<file path="src/rtl/fetch_pkg.sv">
// Shared types and constants for the instruction fetch front-end.
package fetch_pkg;

   typedef enum logic {
      S_IDLE = 1'b0,
      S_WAIT = 1'b1
   } fetch_state_e;

   localparam logic [15:0] NOP_OP           = 16'h0000;
   localparam int unsigned DEFAULT_RESET_PC = 32'd0;

endpackage

</file>
<file path="src/rtl/fetch_timer.sv">
// Clearable, enabled down-counter; expired is high on the TIMEOUT-th enabled cycle.
module fetch_timer
   import fetch_pkg::*;
#(
   parameter int unsigned TIMEOUT = 15
) (
   input  logic clk,
   input  logic reset,
   input  logic clr,
   input  logic en,
   output logic expired
);

   localparam int unsigned CW = $clog2(TIMEOUT + 1);

   logic [CW-1:0] r_cnt;

   // Load the full budget on clear, then count down while enabled.
   always_ff @(posedge clk) begin
      if (reset) begin
         r_cnt <= '0;
      end else if (clr) begin
         r_cnt <= CW'(TIMEOUT);
      end else if (en && (r_cnt != '0)) begin
         r_cnt <= r_cnt - CW'(1);
      end else begin
         r_cnt <= r_cnt;
      end
   end

   assign expired = en && (r_cnt == CW'(1));

endmodule

</file>
<file path="src/rtl/instr_fetch_unit.sv">
// Program counter, instruction fetch handshake, IR and zero flag for the
// microcoded controller.
module instr_fetch_unit
   import fetch_pkg::*;
#(
   parameter int unsigned ADDR_W   = 16,
   parameter int unsigned IR_W     = 16,
   parameter int unsigned RESET_PC = DEFAULT_RESET_PC,
   parameter int unsigned TIMEOUT  = 15
) (
   input  logic              clk,
   input  logic              reset,
   input  logic              fetch_en,
   input  logic              pc_ld,
   input  logic [ADDR_W-1:0] jump_target,
   input  logic              z_ld,
   input  logic              alu_zero,
   output logic              mem_req,
   output logic [ADDR_W-1:0] mem_addr,
   input  logic              mem_ready,
   input  logic [IR_W-1:0]   mem_rdata,
   output logic [IR_W-1:0]   IR,
   output logic              z,
   output logic              ir_valid,
   output logic              busy,
   output logic              err
);

   fetch_state_e      r_state;
   fetch_state_e      w_next_state;
   logic [ADDR_W-1:0] r_pc;
   logic [ADDR_W-1:0] r_addr;
   logic [IR_W-1:0]   r_ir;
   logic [ADDR_W-1:0] r_pend_tgt;
   logic              r_pend_vld;
   logic              r_req;
   logic              r_ir_valid;
   logic              r_err;
   logic              r_z;
   logic              w_start;
   logic              w_done;
   logic              w_expired;
   logic              w_pend_vld;
   logic [ADDR_W-1:0] w_pend_tgt;

   fetch_timer #(.TIMEOUT(TIMEOUT)) u_timer (
      .clk     (clk),
      .reset   (reset),
      .clr     (w_start),
      .en      (r_state == S_WAIT),
      .expired (w_expired)
   );

   // State register.
   always_ff @(posedge clk) begin
      if (reset) begin
         r_state <= S_IDLE;
      end else begin
         r_state <= w_next_state;
      end
   end

   // Next-state decode; a pc_ld on the completing edge is the latest jump.
   always_comb begin
      w_next_state = r_state;
      w_start      = 1'b0;
      w_done       = 1'b0;
      w_pend_vld   = r_pend_vld;
      w_pend_tgt   = r_pend_tgt;
      case (r_state)
         S_IDLE: begin
            if (fetch_en) begin
               w_start      = 1'b1;
               w_next_state = S_WAIT;
            end else begin
               w_next_state = S_IDLE;
            end
         end
         S_WAIT: begin
            if (pc_ld) begin
               w_pend_vld = 1'b1;
               w_pend_tgt = jump_target;
            end else begin
               w_pend_vld = r_pend_vld;
            end
            if (mem_ready || w_expired) begin
               w_done       = 1'b1;
               w_next_state = S_IDLE;
            end else begin
               w_next_state = S_WAIT;
            end
         end
         default: begin
            w_next_state = S_IDLE;
         end
      endcase
   end

   // Datapath registers: request, PC, IR, pending jump, flags.
   always_ff @(posedge clk) begin
      if (reset) begin
         r_pc       <= ADDR_W'(RESET_PC);
         r_addr     <= '0;
         r_ir       <= '0;
         r_req      <= 1'b0;
         r_ir_valid <= 1'b0;
         r_err      <= 1'b0;
         r_z        <= 1'b0;
         r_pend_vld <= 1'b0;
         r_pend_tgt <= '0;
      end else begin
         r_ir_valid <= 1'b0;
         if (z_ld) begin
            r_z <= alu_zero;
         end
         if (w_start) begin
            r_req      <= 1'b1;
            r_addr     <= pc_ld ? jump_target : r_pc;
            r_pend_vld <= 1'b0;
         end else if (w_done) begin
            r_req      <= 1'b0;
            r_ir_valid <= 1'b1;
            r_pend_vld <= 1'b0;
            if (mem_ready) begin
               r_ir <= mem_rdata;
               r_pc <= w_pend_vld ? w_pend_tgt : (r_addr + ADDR_W'(1));
            end else begin
               r_ir  <= IR_W'(NOP_OP);
               r_err <= 1'b1;
               r_pc  <= w_pend_vld ? w_pend_tgt : r_pc;
            end
         end else if (r_state == S_WAIT) begin
            r_pend_vld <= w_pend_vld;
            r_pend_tgt <= w_pend_tgt;
         end else if (pc_ld) begin
            r_pc <= jump_target;
         end
      end
   end

   assign mem_req  = r_req;
   assign mem_addr = r_addr;
   assign IR       = r_ir;
   assign z        = r_z;
   assign ir_valid = r_ir_valid;
   assign err      = r_err;
   assign busy     = (r_state == S_WAIT);

endmodule

</file>
<file path="config.mk">
export PLATFORM = sky130hd
export DESIGN_NAME = instr_fetch_unit
export DESIGN_NICKNAME = d
export VERILOG_FILES = /design/src/rtl/fetch_pkg.sv /design/src/rtl/fetch_timer.sv /design/src/rtl/instr_fetch_unit.sv
export SDC_FILE = /design/constraint.sdc
export NUM_CORES = 1
export LEC_CHECK = 0
export ABC_AREA = 1
export CORE_MARGIN = 2
export CORE_UTILIZATION = 55
export CTS_BUF_LIST = sky130_fd_sc_hd__clkbuf_16
export DETAILED_ROUTE_END_ITERATION = 7
export DONT_BUFFER_PORTS = 1
export PLACE_DENSITY = 0.68
export SETUP_SLACK_MARGIN = 0.5
export SLEW_MARGIN = 10
export SYNTH_ARGS = -nofsm -noshare
export SYNTH_HDL_FRONTEND = slang
export SYNTH_SLANG_ARGS = --single-unit
</file>
<file path="constraint.sdc">
create_clock -name clk -period 3.9 [get_ports clk]
set_input_delay 0.195 -clock clk [delete_from_list [all_inputs] [get_ports clk]]
set_output_delay 0.195 -clock clk [all_outputs]
set_load 0.02 [all_outputs]
</file>
==> metrics.cfg, run 1 <==
[outcome]
outcome=finished clean

[floorplan]
die_h_um=87.7
dieArea_mm2=0.00769
die_w_um=87.7
coreArea_mm2=0.00679
pin_count=76
num_rows=30
initial_core_util_pct=56.7

[detailed_routing]
vias_per_cell=5.34
ant_nets=0
avgRoutedWirePerCell_um=13.9
drtPass1Iterations=7
finalWirelength_mm=9.35
drc=0
first_iter_violations=272
vias=3583

[pwr]
comb_power_share_pct=14.2
ir_drop_uv=229
clkPwrFrac_pct=40.3
power.switching_mw=0.583
seqPwrFrac_pct=45.5
power_density_mw_per_mm2=457
power_leakage_nw=1.77
swShare_pct=30.4
total_power_mw=1.92
p_int_mw=1.34

[timing]
min_period_ps=2280
worst_slack_ps=1620
slew_viol_final=0
setup_viol=0
fin_tns_setup_ps=0
grt_setup_unrepaired=false
max_slew.worst_pin.slew_ps=943
skew_ps=6.18
fin_crit_sh_pct=58.3
max_slew_margin_pct=37.1
hold_viol=0
max_freq_ghz=0.439

[clock_tree]
post_cts_resized=0
cts_root_buf=clkbuf_16
cts.htree.levels=3
postCtsSetupBuffers=0
cts_sinks=74
cts_tree=yes
clockBufferDepth=2
ctsHoldBuffers=10
insertion_delay_ps=340
clk_pin_slew_ps=60
cts_buffers=9

[place]
numPortBuffers=0
hpwl_mm=6.32
place_area_mm2=0.00382
place_congestion=0.848
place_ws_ps=1640

[setup_path]
crit_arrival_ps=2500
critPathCapture=r_pc[4]
crit_fanout=32
crit_required_ps=4130
crit_type=reg2reg
worstSetupStartpoint=busy
end_kind=flip-flop
startpoint_type=flip-flop
r2r_cells=6
r2r_end=r_pc[4]
r2r_setup_slack_ps=1620
r2r_start=busy

[grt]
grt_usage_pct=25.5
grt_first_pass_wirelength_mm=15.2
grt_overflow=0
antenna_found_initial=0
grt_max_degree=77
grt_pass1_vias=3111

[synthesis]
avgSynthCellArea_um2=6.69
yosysTopAreaCell=dfxtp_1
syn-num-nets=619
synth.yosys.seq_area_share_pct=38.5
ys.flop_type=dfxtp_1
async_reset_ff_share_pct=0
ys_warn_count=0
yosysTopAreaCellShare_pct=38.5
synth_edf_count=0
synthTopCellsByArea=dfxtp_1, nand2_1, o21ai_0
synth_seq_cells=74
synth.most_common_cell=nand2_1
synth.distinct_cells=33
ys_top_cells_by_count=nand2_1, o21ai_0, dfxtp_1
syn_area_mm2=0.00385
synthCells=576

[min_path]
hp-class=in2reg

[job]
maxCapViolCount=0

[finish]
fin_area_mm2=0.00420
areaGrowthSynthToFinish_pct=9.06
diodes=0
fin_nets=613
drive_gt1_share_pct=8.00

-- cells in the final DEF, fill, tap and decap left out --
cell	netlist	final
nand4_1	5	5
clkinv_1	0	1
o22ai_1	10	10
a21oi_1	24	24
a21oi_2	8	8
nor2_4	1	1
dfxtp_1	74	74
ha_1	4	4
o21ai_0	76	76
nand2_2	3	3
nor2_1	55	55
xor2_1	2	2
clkinv_4	0	2
nand2_4	1	1
nand3_2	1	1
o21a_1	1	1
o21ai_1	10	10
clkinvlp_4	0	2
inv_6	0	2
clkbuf_16	0	9
nor3_2	1	1
inv_2	0	1
nor3_1	1	1
a21oi_4	1	1
inv_1	67	66
or2_0	2	2
dlygate4sd3_1	0	10
xnor2_1	1	1
or2_2	5	5
o211ai_1	2	2
a31oi_1	1	1
nand3_1	53	53
nor2_2	5	5
nand2_1	131	131
buf_4	3	3
inv_4	1	1
-- power by group through the flow --
stage,clock (mW),sequential [mW],combinational [mW]
detailed placement,0,0.890,0.258
CTS,0.784,0.874,0.269
floorplan,0,0.879,0.225
finish,0.775,0.874,0.272
global placement,0,0.888,0.253
global route,0.818,0.881,0.311
-- state kept, by name (all words and copies together), names as in the netlist --
signal / flops
r_pend_vld: 1
u_timer.r_cnt: 4
z: 1
mem_addr: 16
ir_valid: 1
err: 1
IR: 16
r_pc: 16
busy: 1
mem_req: 1
r_pend_tgt: 16
-- worst max-delay path, cell delays in order, from the launching register on --
cell and delay [ps]:
dfxtp_1 560, nand2_1 390, nand2_1 180, buf_4 330, inv_1 370, a21oi_1 260
a21oi_2 70
-- routing by layer --
metal	vias to the layer above	GRT usage [%]	part of all wire, %
li1	1856	-	-
met1	1590	37.2	49
met2	127	36.3	42
met3	10	7.35	8.2
met4	0	8.11	1.1
met5	-	0	0
-- area by class of cell --
cell class	count	area, µm²
Fill cell	622	2590
Inverter	68	258
Sequential cell	74	1480
Timing Repair Buffer	13	123
Tap cell	96	120
Multi-Input combinational cell	404	1940
Clock buffer	9	225
Clock inverter	7	53.8
-- per-stage QoR --
| step | instances | utilization (%) | hold WS (ps) |
|---|---|---|---|
| after floorplan | 576 | - | 264 |
| after global placement | 645 | 56.3 | 266 |
| after detailed placement | 645 | 56.3 | 267 |
| after CTS | 671 | 61.8 | 0.371 |
| after global routing | 671 | 61.8 | 1.52 |
| final | 671 | 61.8 | 5.44 |
-- logic make-up (layout without fill, tap and decap cells) --
family,count (synthesis),after routing,synth area share (%)
AO/OA/AOI/OAI,133,133,18.9
XOR/XNOR,3,3,0.682
adder cells (fa/ha/maj),4,4,1.30
buffers and inverters,98,97,11.2
flip-flops,74,74,38.5
AND/OR/NAND/NOR,264,264,29.5
-- worst min path at each step --
stage,start,to,slack [ps],cells past startpoint
2_1_floorplan,reset,u_timer.r_cnt[0],260,1
3_3_place_gp,reset,u_timer.r_cnt[3],270,1
3_5_place_dp,reset,u_timer.r_cnt[2],270,1
4_1_cts,mem_rdata[12],IR[12],0.4,2
5_1_grt,mem_rdata[9],IR[9],2,2
6_report,mem_rdata[4],IR[4],5,2
(Power assumes the default switching activity.)
==> run 2, diff against run 1 <==
==> constraint.sdc (replaced) <==
create_clock -name clk -period 2.13 [get_ports clk]
set_input_delay 0.1065 -clock clk [delete_from_list [all_inputs] [get_ports clk]]
set_output_delay 0.1065 -clock clk [all_outputs]
set_load 0.02 [all_outputs]
==> metrics.cfg, run 2 (synthesized netlist as in run 1, its figures left out) <==
[outcome]
outcome=finished clean  ; unchanged

[setup_path]
r2r_start=busy  ; unchanged
r2r_end=r_pc[2]  ; was r_pc[4]
slowest_stage=dfxtp_1  ; unchanged
crit_type=reg2reg  ; unchanged
r2r_setup_slack_ps=600  ; was 1620 ps
max_stage_delay_ps=330  ; was 560 ps
startpoint_type=flip-flop  ; unchanged
crit_chain=nand2_4 > inv_4 > nor3_2 > buf_6 > nand2_1 > nand3_1 > o21ai_1 > nor2_1 > nor2_1  ; was nand2_1 > nand2_1 > buf_4 > inv_1 > a21oi_1 > a21oi_2
end_kind=flip-flop  ; unchanged
crit_fanout=15  ; was 32
r2r_cells=9  ; was 6
crit_top_cell=nor2_1  ; was nand2_1
crit_required_ps=2350  ; was 4130 ps
crit_arrival_ps=1760  ; was 2500 ps

[detailed_routing]
first_iter_violations=290  ; was 272
drtPass1Iterations=5  ; was 7
ant_nets=0  ; unchanged
drc=0  ; unchanged
vias=3673  ; was 3583
vias_per_cell=5.30  ; was 5.34
avgRoutedWirePerCell_um=13.9  ; about the same
finalWirelength_mm=9.63  ; was 9.35 mm

[min_path]
hp-class=in2reg  ; unchanged
min_to=err  ; was IR[4]
min-delay-start=mem_ready  ; was mem_rdata[4]
hold_depth=2  ; unchanged

[timing]
min_period_ps=1530  ; was 2280 ps
fin_crit_sh_pct=72.0  ; was 58.3%
hold_viol=0  ; unchanged
slew_viol_final=0  ; unchanged
fin_tns_setup_ps=0  ; unchanged
grt_setup_unrepaired=true  ; was false
max_slew_margin_pct=63.5  ; was 37.1%
max_slew.worst_pin.slew_ps=547  ; was 943 ps
max_freq_ghz=0.652  ; was 0.439 GHz
setup_viol=0  ; unchanged
hold_slack_ps=5.69  ; was 5.44 ps
skew_ps=5.86  ; was 6.18 ps

[floorplan]
die_h_um=87.7  ; unchanged
dieArea_mm2=0.00769  ; unchanged
initial_core_util_pct=56.7  ; unchanged
pin_count=76  ; unchanged
coreArea_mm2=0.00679  ; unchanged
num_rows=30  ; unchanged
die_w_um=87.7  ; unchanged

[clock_tree]
postCtsSetupBuffers=0  ; unchanged
clk_pin_slew_ps=50  ; was 60 ps
cts_root_buf=clkbuf_16  ; unchanged
cts.htree.levels=3  ; unchanged
cts_sinks=74  ; unchanged
cts_tree=yes  ; unchanged
clockBufferDepth=2  ; unchanged
insertion_delay_ps=330  ; was 340 ps
cts_buffers=9  ; unchanged

[finish]
drive_gt1_share_pct=10.2  ; was 8.00%
final_common_cell=nand2_1  ; unchanged
areaGrowthSynthToFinish_pct=15.5  ; was 9.06%
fin_area_mm2=0.00445  ; was 0.00420 mm²
fin_nets=635  ; was 613
diodes=0  ; unchanged
final_cell_mix=nand2_1, o21ai_0, dfxtp_1  ; unchanged

[place]
numPortBuffers=0  ; unchanged
hpwl_mm=6.61  ; was 6.32 mm
place_congestion=0.817  ; was 0.848
place_area_mm2=0.00393  ; was 0.00382 mm²

[pwr]
ir_drop_uv=461  ; was 229 µV
power_density_mw_per_mm2=778  ; was 457 mW/mm²
power.switching_mw=1.01  ; was 0.583 mW
comb_power_share_pct=16.6  ; was 14.2%
seqPwrFrac_pct=45.8  ; was 45.5%
p_int_mw=2.46  ; was 1.34 mW
swShare_pct=29.0  ; was 30.4%
clkPwrFrac_pct=37.6  ; was 40.3%
total_power_mw=3.46  ; was 1.92 mW
power_leakage_nw=1.90  ; was 1.77 nW

[grt]
grt_overflow=0  ; unchanged
grt_usage_pct=26.4  ; was 25.5%
antenna_found_initial=0  ; unchanged
grt_max_degree=48  ; was 77
grt_first_pass_wirelength_mm=15.9  ; was 15.2 mm
grt_pass1_vias=3437  ; was 3111

[job]
maxCapViolCount=0  ; unchanged

==> run 2: what timing repair did <==
action	in CTS	in global routing
pin swaps	0	0
hold endpoints to repair	23	0
endpoints found under the setup margin	34	57
hold buffers	20	0
resized for setup	3	14
==> run 2: worst max path at each step <==
| stage | startpoint | to | slack, ps | cells after the start |
|---|---|---|---|---|
| floorplan | mem_addr[1] | r_pc[14] | 610 | 8 |
| global placement | busy | mem_addr[4] | 460 | 5 |
| detailed placement | busy | mem_addr[4] | 440 | 5 |
| CTS | busy | mem_addr[7] | 490 | 4 |
| global route | u_timer.r_cnt[0] | u_timer.r_cnt[2] | 460 | 6 |
| finish | busy | r_pc[2] | 600 | 9 |
==> run 2: power groups by stage <==
stage	combinational, mW	clock (mW)	sequential [mW]
finish	0.576	1.30	1.58
global route	0.653	1.38	1.60
CTS	0.555	1.32	1.58
detailed placement	0.518	0	1.61
global placement	0.505	0	1.61
floorplan	0.411	0	1.61
==> run 2: cell type report <==
class | count | area [µm²]
tap | 96 | 120
fill | 621 | 2340
inverter | 68 | 258
timing repair buffer | 35 | 340
clock inverter | 7 | 28.8
clock buffer | 9 | 225
multi-input combinational | 404 | 1990
sequential | 74 | 1480
==> run 2: through the flow <==
stage               utilization, %  std cells  setup WS, ps
floorplan                        -        576           608
global route                  65.5        693           465
global placement              57.8        657           460
CTS                           64.6        693           492
finish                        65.5        693           597
detailed placement            57.8        657           440
==> run 2: layer usage <==
| layer | track usage [%] | wire length, µm | vias to the layer above |
|---|---|---|---|
| li1 | - | - | 1901 |
| met5 | 0 | 0 | - |
| met4 | 7.83 | 129 | 0 |
| met1 | 36.3 | 4610 | 1638 |
| met2 | 41.2 | 4240 | 122 |
| met3 | 6.41 | 657 | 12 |
==> run 2: worst max-delay path: cells and delay by family, from the launching register on <==
kind                   cells  cell delay, ps
AO/OA/AOI/OAI              1              60
buffers and inverters      2             320
flip-flops                 1             330
AND/OR/NAND/NOR            6             730
